`src/rtl/bsg_arb_pkg.sv`:
```
`default_nettype none
// ============================================================================
//  Module   : bsg_arb_pkg
//  Purpose  : Shared types and helpers for the one-hot arbiters.
//             - arb_state_e : arbiter control state (IDLE / GRANT)
//             - wrap_step   : step an index up or down, wrapping modulo width
//  Revision : 1.0 - initial release
// ============================================================================
package bsg_arb_pkg;

    typedef enum logic [0:0] {
        IDLE  = 1'b0,
        GRANT = 1'b1
    } arb_state_e;

    // Move idx one place in the scan direction, wrapping inside [0, width-1].
    function automatic int unsigned wrap_step(input int unsigned idx,
                                              input int unsigned width,
                                              input bit          up);
        if (up) begin
            return (idx >= width - 1) ? 0 : idx + 1;
        end else begin
            return (idx == 0) ? width - 1 : idx - 1;
        end
    endfunction

endpackage
`default_nettype wire

```
`src/rtl/bsg_rotate_priority_one_hot.sv`:
```
`default_nettype none
// ============================================================================
//  Module   : bsg_rotate_priority_one_hot
//  Purpose  : Combinational rotating priority selector. Picks the first set
//             bit of i_reqs, scanning from i_start in the configured
//             direction and wrapping modulo WIDTH_P.
//  Ports    : i_reqs     - request vector
//             i_start    - index that is examined first
//             o_grant    - one-hot winner (all zeros if no request)
//             o_grant_id - encoded winner index (0 if no request)
//  Revision : 1.0 - initial release
// ============================================================================
module bsg_rotate_priority_one_hot
    import bsg_arb_pkg::*;
#(
    parameter  int unsigned WIDTH_P     = 4,
    parameter  int unsigned LO_TO_HI_P  = 1,
    localparam int unsigned LG_WIDTH_LP = $clog2(WIDTH_P)
) (
    input  logic [WIDTH_P-1:0]     i_reqs,
    input  logic [LG_WIDTH_LP-1:0] i_start,
    output logic [WIDTH_P-1:0]     o_grant,
    output logic [LG_WIDTH_LP-1:0] o_grant_id
);

    // Rotated bit i maps to original index (start + offset + i) mod WIDTH_P.
    // Low-to-high puts the start index at rotated bit 0 and looks for the
    // lowest set bit. High-to-low puts the start index at the top rotated
    // bit and looks for the highest set bit, which walks downward from start.
    localparam logic [LG_WIDTH_LP:0] c_width  = (LG_WIDTH_LP+1)'(WIDTH_P);
    localparam logic [LG_WIDTH_LP:0] c_offset = (LO_TO_HI_P != 0) ? '0 : (LG_WIDTH_LP+1)'(1);

    logic [LG_WIDTH_LP-1:0] w_map [WIDTH_P];
    logic [WIDTH_P-1:0]     w_rot;
    logic [WIDTH_P-1:0]     w_hot;

    always_comb begin : p_rotate
        logic [LG_WIDTH_LP:0] v_sum;
        v_sum = '0;
        w_rot = '0;
        for (int i = 0; i < WIDTH_P; i++) begin
            // start < WIDTH_P and i < WIDTH_P, so one subtraction is enough
            v_sum = {1'b0, i_start} + c_offset + (LG_WIDTH_LP+1)'(i);
            if (v_sum >= c_width) begin
                v_sum = v_sum - c_width;
            end
            w_map[i] = v_sum[LG_WIDTH_LP-1:0];
            w_rot[i] = i_reqs[w_map[i]];
        end
    end

    generate
        if (LO_TO_HI_P != 0) begin : g_lo_to_hi
            // Isolate the lowest set bit.
            assign w_hot = w_rot & (~w_rot + WIDTH_P'(1));
        end else begin : g_hi_to_lo
            logic [WIDTH_P-1:0] w_rev;
            logic [WIDTH_P-1:0] w_rev_hot;

            always_comb begin
                w_rev = '0;
                for (int i = 0; i < WIDTH_P; i++) begin
                    w_rev[i] = w_rot[WIDTH_P-1-i];
                end
            end

            // Highest set bit of w_rot == lowest set bit of its reversal.
            assign w_rev_hot = w_rev & (~w_rev + WIDTH_P'(1));

            always_comb begin
                w_hot = '0;
                for (int i = 0; i < WIDTH_P; i++) begin
                    w_hot[i] = w_rev_hot[WIDTH_P-1-i];
                end
            end
        end
    endgenerate

    // Rotate the winner back into original index space and encode it.
    always_comb begin : p_unrotate
        o_grant    = '0;
        o_grant_id = '0;
        for (int i = 0; i < WIDTH_P; i++) begin
            if (w_hot[i]) begin
                o_grant[w_map[i]] = 1'b1;
                o_grant_id        = w_map[i];
            end
        end
    end

endmodule
`default_nettype wire

```
`src/rtl/bsg_arb_round_robin_one_hot.sv`:
```
`default_nettype none
// ============================================================================
//  Module   : bsg_arb_round_robin_one_hot
//  Purpose  : Registered one-hot arbiter with round-robin or fixed priority.
//             The grant is held until the consumer accepts it with yumi_i;
//             on acceptance the next winner is registered in the same cycle,
//             giving one grant per cycle under continuous demand.
//  Ports    : clk_i      - clock, rising edge
//             reset_n_i  - synchronous active-low reset
//             reqs_i     - request vector
//             yumi_i     - consumer accepts the current grant (only with v_o)
//             v_o        - grant valid
//             grants_o   - registered one-hot grant, zero when idle
//             grant_id_o - encoded grant index, zero when idle
//  Revision : 1.0 - initial release
// ============================================================================
module bsg_arb_round_robin_one_hot
    import bsg_arb_pkg::*;
#(
    parameter  int unsigned WIDTH_P     = 4,
    parameter  int unsigned LO_TO_HI_P  = 1,
    parameter  int unsigned RR_P        = 1,
    localparam int unsigned LG_WIDTH_LP = $clog2(WIDTH_P)
) (
    input  logic                   clk_i,
    input  logic                   reset_n_i,
    input  logic [WIDTH_P-1:0]     reqs_i,
    input  logic                   yumi_i,
    output logic                   v_o,
    output logic [WIDTH_P-1:0]     grants_o,
    output logic [LG_WIDTH_LP-1:0] grant_id_o
);

    // After reset the index just "before" the top-priority one is recorded
    // as last served, so the first scan starts at the top-priority index.
    localparam logic [LG_WIDTH_LP-1:0] c_reset_last =
        (LO_TO_HI_P != 0) ? LG_WIDTH_LP'(WIDTH_P - 1) : '0;
    localparam logic [LG_WIDTH_LP-1:0] c_fixed_start =
        (LO_TO_HI_P != 0) ? '0 : LG_WIDTH_LP'(WIDTH_P - 1);

    arb_state_e             r_state,    w_state_n;
    logic [WIDTH_P-1:0]     r_grants,   w_grants_n;
    logic [LG_WIDTH_LP-1:0] r_grant_id, w_grant_id_n;
    logic [LG_WIDTH_LP-1:0] r_last,     w_last_n;

    logic [LG_WIDTH_LP-1:0] w_base;
    logic [LG_WIDTH_LP-1:0] w_start;
    logic [WIDTH_P-1:0]     w_win;
    logic [LG_WIDTH_LP-1:0] w_win_id;

    // On acceptance the search must already see the served index as "last",
    // so bypass the register with the grant being accepted.
    assign w_base = (r_state == GRANT && yumi_i) ? r_grant_id : r_last;

    generate
        if (RR_P != 0) begin : g_round_robin
            assign w_start = LG_WIDTH_LP'(wrap_step(32'(w_base), WIDTH_P, LO_TO_HI_P != 0));
        end else begin : g_fixed
            assign w_start = c_fixed_start;
        end
    endgenerate

    bsg_rotate_priority_one_hot #(
        .WIDTH_P    (WIDTH_P),
        .LO_TO_HI_P (LO_TO_HI_P)
    ) u_select (
        .i_reqs     (reqs_i),
        .i_start    (w_start),
        .o_grant    (w_win),
        .o_grant_id (w_win_id)
    );

    always_ff @(posedge clk_i) begin
        if (!reset_n_i) begin
            r_state    <= IDLE;
            r_grants   <= '0;
            r_grant_id <= '0;
            r_last     <= c_reset_last;
        end else begin
            r_state    <= w_state_n;
            r_grants   <= w_grants_n;
            r_grant_id <= w_grant_id_n;
            r_last     <= w_last_n;
        end
    end

    always_comb begin
        w_state_n    = r_state;
        w_grants_n   = r_grants;
        w_grant_id_n = r_grant_id;
        w_last_n     = r_last;
        case (r_state)
            IDLE: begin
                if (|reqs_i) begin
                    w_state_n    = GRANT;
                    w_grants_n   = w_win;
                    w_grant_id_n = w_win_id;
                end
            end
            GRANT: begin
                // Grant is held regardless of reqs_i until it is accepted.
                if (yumi_i) begin
                    if (RR_P != 0) begin
                        w_last_n = r_grant_id;
                    end
                    if (|reqs_i) begin
                        w_grants_n   = w_win;
                        w_grant_id_n = w_win_id;
                    end else begin
                        w_state_n    = IDLE;
                        w_grants_n   = '0;
                        w_grant_id_n = '0;
                    end
                end
            end
            default: begin
                w_state_n    = IDLE;
                w_grants_n   = '0;
                w_grant_id_n = '0;
            end
        endcase
    end

    assign v_o        = (r_state == GRANT);
    assign grants_o   = r_grants;
    assign grant_id_o = r_grant_id;

`ifndef SYNTHESIS
    always_ff @(posedge clk_i) begin
        if (reset_n_i) begin
            assert (!(yumi_i && !v_o));
            assert ($onehot0(r_grants));
            assert (v_o == (|r_grants));
            assert (!v_o || (r_grants == (WIDTH_P'(1) << r_grant_id)));
        end
    end
`endif

endmodule
`default_nettype wire

```
`config.mk`:
```
export PLATFORM = sky130hd
export DESIGN_NAME = bsg_arb_round_robin_one_hot
export DESIGN_NICKNAME = d
export VERILOG_FILES = /design/src/rtl/bsg_arb_pkg.sv /design/src/rtl/bsg_rotate_priority_one_hot.sv /design/src/rtl/bsg_arb_round_robin_one_hot.sv
export SDC_FILE = /design/constraint.sdc
export NUM_CORES = 1
export LEC_CHECK = 0
export ABC_AREA = 1
export BUFFER_PORTS_ARGS = -buffer_cell sky130_fd_sc_hd__buf_2
export CELL_PAD_IN_SITES_DETAIL_PLACEMENT = 0
export CELL_PAD_IN_SITES_GLOBAL_PLACEMENT = 1
export CORE_MARGIN = 2
export CORE_UTILIZATION = 42
export DETAILED_ROUTE_END_ITERATION = 16
export GPL_TIMING_DRIVEN = 0
export PLACE_DENSITY_LB_ADDON = 0.1
export RECOVER_POWER = 100
export SYNTH_ARGS = -nofsm -noshare
export SYNTH_HDL_FRONTEND = slang
export SYNTH_SLANG_ARGS = --single-unit
```
`constraint.sdc`:
```
create_clock -name clk_i -period 5.1 [get_ports clk_i]
set_input_delay 1.02 -clock clk_i [delete_from_list [all_inputs] [get_ports clk_i]]
set_output_delay 1.02 -clock clk_i [all_outputs]
set_load 0.005 [all_outputs]
```
### Word level (Yosys, flattened, before mapping)

Index checks and enable logic that the tools add are counted.

* bitwise logic cells: 6
* multiplexer cells: 41
* reduce and logical (&&, ||, !) cells: 8
* $add $sub $neg: 9
* magnitude comparators: 13
* equality and inequality tests: 2

Operators with widths (count)
* $mux 4: 7
* $mux 2: 13
* $lt 2x3->1 const B: 4
* $or 4x4->4: 3
* $mux 1: 10
* $ge 3x3->1 const B: 3
* $bmux 1 s2: 4
* $demux 1 s2: 4
* $ge 2x1->1 const B: 4
* $pmux 4 s2: 1
* $sub 2x1->2 const B: 4
* $add 2x2->3 const B: 2
* $logic_and 1x1->1: 5
* $add 4x1->4 const B: 1
* $and 4x4->4: 1
* $ne 2x2->1 const B: 2
* $not 4->4: 1
* $pmux 2 s2: 1
* $reduce_and 2->1: 2
* $reduce_or 4->1: 1
* $add 2x1->3 const B: 1
* $ge 2x3->1 const B: 1
* $add 2x1->2 const B: 1
* $ge 2x2->1 const B: 1
* other kinds (2): 2

* register bits after elaboration: 9
* logic and storage cells: 83

### Depth between registers and ports, before layout

* depth in word-level cells: 22
* depth in mapped cells: 14
* mapped depth without buffers: 14

### Hierarchy

From an unflattened synthesis, not the netlist that was laid out.

* cell total of the unflattened synthesis: 131
* area, all modules: 889.6 sq um

Modules (own cells, without submodules)
* bsg_rotate_priority_one_hot: area an instance 508.0 sq um, cells an instance 83, times used 1
* bsg_arb_round_robin_one_hot: area an instance 381.6 sq um, cells an instance 48, times used 1

### Least setup slack after synthesis

No wires, ideal clock.

* path kind: in2reg
* from: input port yumi_i
* to: register r_grant_id[1] (netlist: grant_id_o[1])
* path buffers: 0
* library setup time: 0.120 ns
* stages: 14
* slack: 2.565 ns
* data required time: 4.980 ns
* arrival: 2.415 ns
* path through: nand2_4 clkinv_1 nand2_1 nand2_2 ha_1 inv_1 nand3_2 nand2_2 nor2_8 nand3_1 nand2_1 nand2_1 nand2_1 a21oi_1

* word-level cells in the longest chain between the ends: 18
* elaborated cells on any way between the ends: 41
* classes of those cells: add/sub (9); order compare (5); eq/ne (1); mux (22); bitwise (2); reduce/logical (2)

RTL lines
* start, declared: line bsg_arb_round_robin_one_hot.sv:28 `input logic yumi_i,`
* $logic_and 1x1->1: line bsg_arb_round_robin_one_hot.sv:53 `assign w_base = (r_state == GRANT && yumi_i) ? r_grant_id : r_last;`
* $mux 2: line bsg_arb_round_robin_one_hot.sv:53
* $add 2x1->2 or $ge 2x2->1 (tied branches): line bsg_arb_pkg.sv:21 `return (idx >= width - 1) ? 0 : idx + 1;`
* $mux 2: line bsg_arb_pkg.sv:21
* $add 2x1->3, or another cell as far along: line bsg_rotate_priority_one_hot.sv:43 `v_sum = {1'b0, i_start} + c_offset + (LG_WIDTH_LP+1)'(i);`
* $ge 3x3->1, or another cell as far along: line bsg_rotate_priority_one_hot.sv:44 `if (v_sum >= c_width) begin`
* $mux 2 or $bmux 1 s2 (tied branches): line bsg_rotate_priority_one_hot.sv:44, bsg_rotate_priority_one_hot.sv:48
* $bmux 1 s2 or $mux 1 (tied branches): line bsg_rotate_priority_one_hot.sv:48 `w_rot[i] = i_reqs[w_map[i]];`
* $mux 1 (implied by the code) or $not 4->4 (tied branches): line bsg_rotate_priority_one_hot.sv:48, bsg_rotate_priority_one_hot.sv:55
* $not 4->4 or $add 4x1->4 (tied branches): line bsg_rotate_priority_one_hot.sv:55 `assign w_hot = w_rot & (~w_rot + WIDTH_P'(1));`
* $add 4x1->4 or $and 4x4->4 (tied branches): line bsg_rotate_priority_one_hot.sv:55
* $and 4x4->4 or $mux 2 (tied branches): line bsg_rotate_priority_one_hot.sv:55, bsg_rotate_priority_one_hot.sv:84
* $mux 2 (3 in series): line bsg_rotate_priority_one_hot.sv:84 `if (w_hot[i]) begin`
* $mux 2: line bsg_arb_round_robin_one_hot.sv:106 `if (|reqs_i) begin`
* $mux 2: line bsg_arb_round_robin_one_hot.sv:102 `if (yumi_i) begin`
* $pmux 2 s2: line bsg_arb_round_robin_one_hot.sv:92 `case (r_state)`
* end signal, assigned: line bsg_arb_round_robin_one_hot.sv:82 `r_grant_id <= w_grant_id_n;`
* end, declared: line bsg_arb_round_robin_one_hot.sv:43 `logic [LG_WIDTH_LP-1:0] r_grant_id, w_grant_id_n;`

Parallel ways exist; a longest one is shown, timed or not. The select of a mux whose other input is x is not followed.
A chain may end at the register's enable or synchronous reset.

### Final worst setup path

Same ends and word-level chain as after synthesis.

==> results.tsv <==
metric	value	unit
cts.sinks	9	
synth_top_cell_by_area	nand2_1	
cts_setup_buffers	0	
post-route-period-util	68.0	%
p_per_area	272	nW/um2
grt_pass1_vias	839	
crit_start	yumi_i	
r2r-end	grant_id_o[1]	
cp_num_buf_inv	2	
worstReg2RegStart	v_o	
worst-r2r-setup-slack	2.15	ns
drtIter0Drc	14	
grt_pass1_wl	3500	um
worst-slew-pin-transition	1.06	ns
synth_edf_count	0	
end_kind	flip-flop	
cp.required	5.24	ns
finalCriticalPeriod	3.47	ns
rsz0062_at_grt	no	
yosys_warnings	0	
yosysSeqAreaShare	19.0	%
ant_nets	0	
ys_top_cells_by_area	nand2_1 (19%), dfxtp_1 (19%), ha_1 (9.2%)	
yosysUniqueCellTypes	19	
hold_viol_final	0	
clk_pin_slew	0.06	ns
hold_path_end	grants_o[3]	
fillers	269	
finalNetCount	179	
dp_hpwl	1610	um
grt_max_degree	10	
gp_congestion	0.786	
num_io_pins	14	
cts_resized	0	
htree_levels	1	
rows	17	
fin_tns_setup	0	ns
status	complete, no violations	
max_slew_margin	28.3	%
ir_worst_vdd	0.194	mV
min_delay_path_depth	2	
drv_slew	0	
cts_buffers	3	
cts_tree	built	
routed_wl	2020	um
initial_utilization	43.7	%
core_area	2170	um2
cts_hold_buf	0	
path_delay_family	simple AND/OR/NAND/NOR gates	
syn_area_per_cell	6.45	um2
drc	0	
setup_viol	0	
diodes	0	
hold_path_class	flip-flop to flip-flop	
finClkSkew	0.000540	ns
dieArea	2650	um2
postSynthCellCount	147	
insertion_delay	0.25	ns
drive_gt1_share	15.2	%
pre_cts_slack	2.11	ns
cts-root-to-sink-buffers	2	
first_pass_iters	4	
synth_top_flop_cell	dfxtp_1	
p_leak	0.542	nW
grt_overflow_total	0	
root_buffer	clkbuf_4	
cp_max_fo	9	
synth_seq_cells	9	
cp_data_arrival_time	3.61	ns
io_buffers	13	
grt_usage	17.3	%
cpMaxStageDelayCell	ha_1	
startpoint_type	primary input	
area_growth	7.65	%
worst_path_most_repeated_cell	nand2_1	
slowest_delay	0.49	ns
antenna_found_initial	0	
yosysMostFrequentCell	nand2_1	
path_class	primary input to flip-flop	
die_h	51.5	um
synth_fp_nets	161	
yosys-top-cells-count	nand2_1 (49), inv_1 (18), nand3_1 (17)	
synth_top_area_share	19.4	%
worst_slack	1.63	ns
die_x	51.5	um
cp_cell_sequence	clkbuf_1 -> nand2_1 -> nand2_1 -> nand2_1 -> ha_1 -> inv_1 -> nand3_2 -> nand2_1 -> nor2_1 -> nand3_1 -> nand2_1 -> nand2_1 -> nand2_1 -> a21oi_1	
vias	922	
drv_cap	0	
min_from	grants_o[3]	
viasPerCell	4.80	
ys_async_sr_fraction	0	%
r2r_cells	13	
wire_per_inst	10.5	um
fmax	0.288	GHz
syn_area	948	um2
==> cells in the final DEF (no fill, tap or decap) <==
| cell | instances |
|---|---|
| nand2_1 | 54 |
| nand3_4 | 2 |
| buf_2 | 8 |
| inv_2 | 1 |
| dfxtp_1 | 9 |
| o21ai_0 | 2 |
| a21oi_1 | 7 |
| nor4_1 | 1 |
| a31oi_1 | 1 |
| nand2_4 | 3 |
| nand4_1 | 6 |
| nand3_2 | 5 |
| clkinv_1 | 1 |
| nor2_1 | 10 |
| nand2_2 | 3 |
| inv_1 | 18 |
| clkbuf_4 | 3 |
| nand3_1 | 17 |
| ha_1 | 7 |
| clkbuf_1 | 6 |
==> where the power goes <==
| part | switching (W) | internal [W] | leakage (nW) |
|---|---|---|---|
| registers | 0.00000617 | 0.0000784 | 0.0741 |
| logic | 0.0000944 | 0.0000447 | 0.453 |
| clock network | 0.0000237 | 0.0000301 | 0.0150 |
==> worst max-delay path by stage <==
stage / end / slack, ns / cells after the start
after floorplan: grant_id_o[1] / 2.57 / 14
after global placement: grant_id_o[1] / 2.15 / 15
after detailed placement: grant_id_o[1] / 2.11 / 15
after CTS: grant_id_o[1] / 2.39 / 15
after global routing: grants_o[2] / 1.32 / 13
final: grant_id_o[1] / 1.63 / 14
==> layer usage <==
metal	vias up	part of all wire (%)	track usage (%)
met3	2	1.7	1.72
met2	8	47	29.3
met4	0	0.54	6.58
met5	-	0	0
met1	406	51	22.5
li1	506	-	-
==> area by class of cell <==
type                            count  area (um2)  share of cell area [%]
Timing Repair Buffer               13        58.8                    5.76
Clock buffer                        4        26.3                    2.57
Multi-Input combinational cell    118         646                    63.2
Tap cell                           28        35.0                    3.43
Inverter                           20        75.1                    7.35
Sequential cell                     9         180                    17.6
==> logic make-up (layout without fill, tap and decap cells) <==
kind of cell    Yosys count  count (layout)  synth area share, %
simple gates            101             101                 58.0
buf+inv                  20              37                 7.91
compound gates           10              10                 5.80
flops                     9               9                 19.0
fa+ha+maj                 7               7                 9.23
==> flip-flops by register name, indices dropped and copies added (netlist names) <==
| signal | count |
|---|---|
| grants_o | 4 |
| r_last | 2 |
| grant_id_o | 2 |
| v_o | 1 |
==> worst min-delay path, cell delays in order (launching register included) <==
cell and delay, ns:
dfxtp_1 0.31, nand2_1 0.06, a21oi_1 0.06
==> stage by stage <==
| step | instances | hold WS, ns | util (%) | instance area (um2) | power, W |
|---|---|---|---|---|---|
| 6_report | 192 | 0.465 | 47.1 | 1020 | 0.000277 |
| 5_1_grt | 192 | 0.483 | 47.1 | 1020 | 0.000305 |
| 4_1_cts | 192 | 0.463 | 49.5 | 1070 | 0.000294 |
| 3_5_place_dp | 188 | 0.454 | 48.3 | 1050 | 0.000239 |
| 3_3_place_gp | 188 | 0.449 | 48.3 | 1050 | 0.000238 |
| 2_1_floorplan | 147 | 0.462 | - | 948 | 0.000204 |
Note: power is estimated with default switching activity, not from simulation.
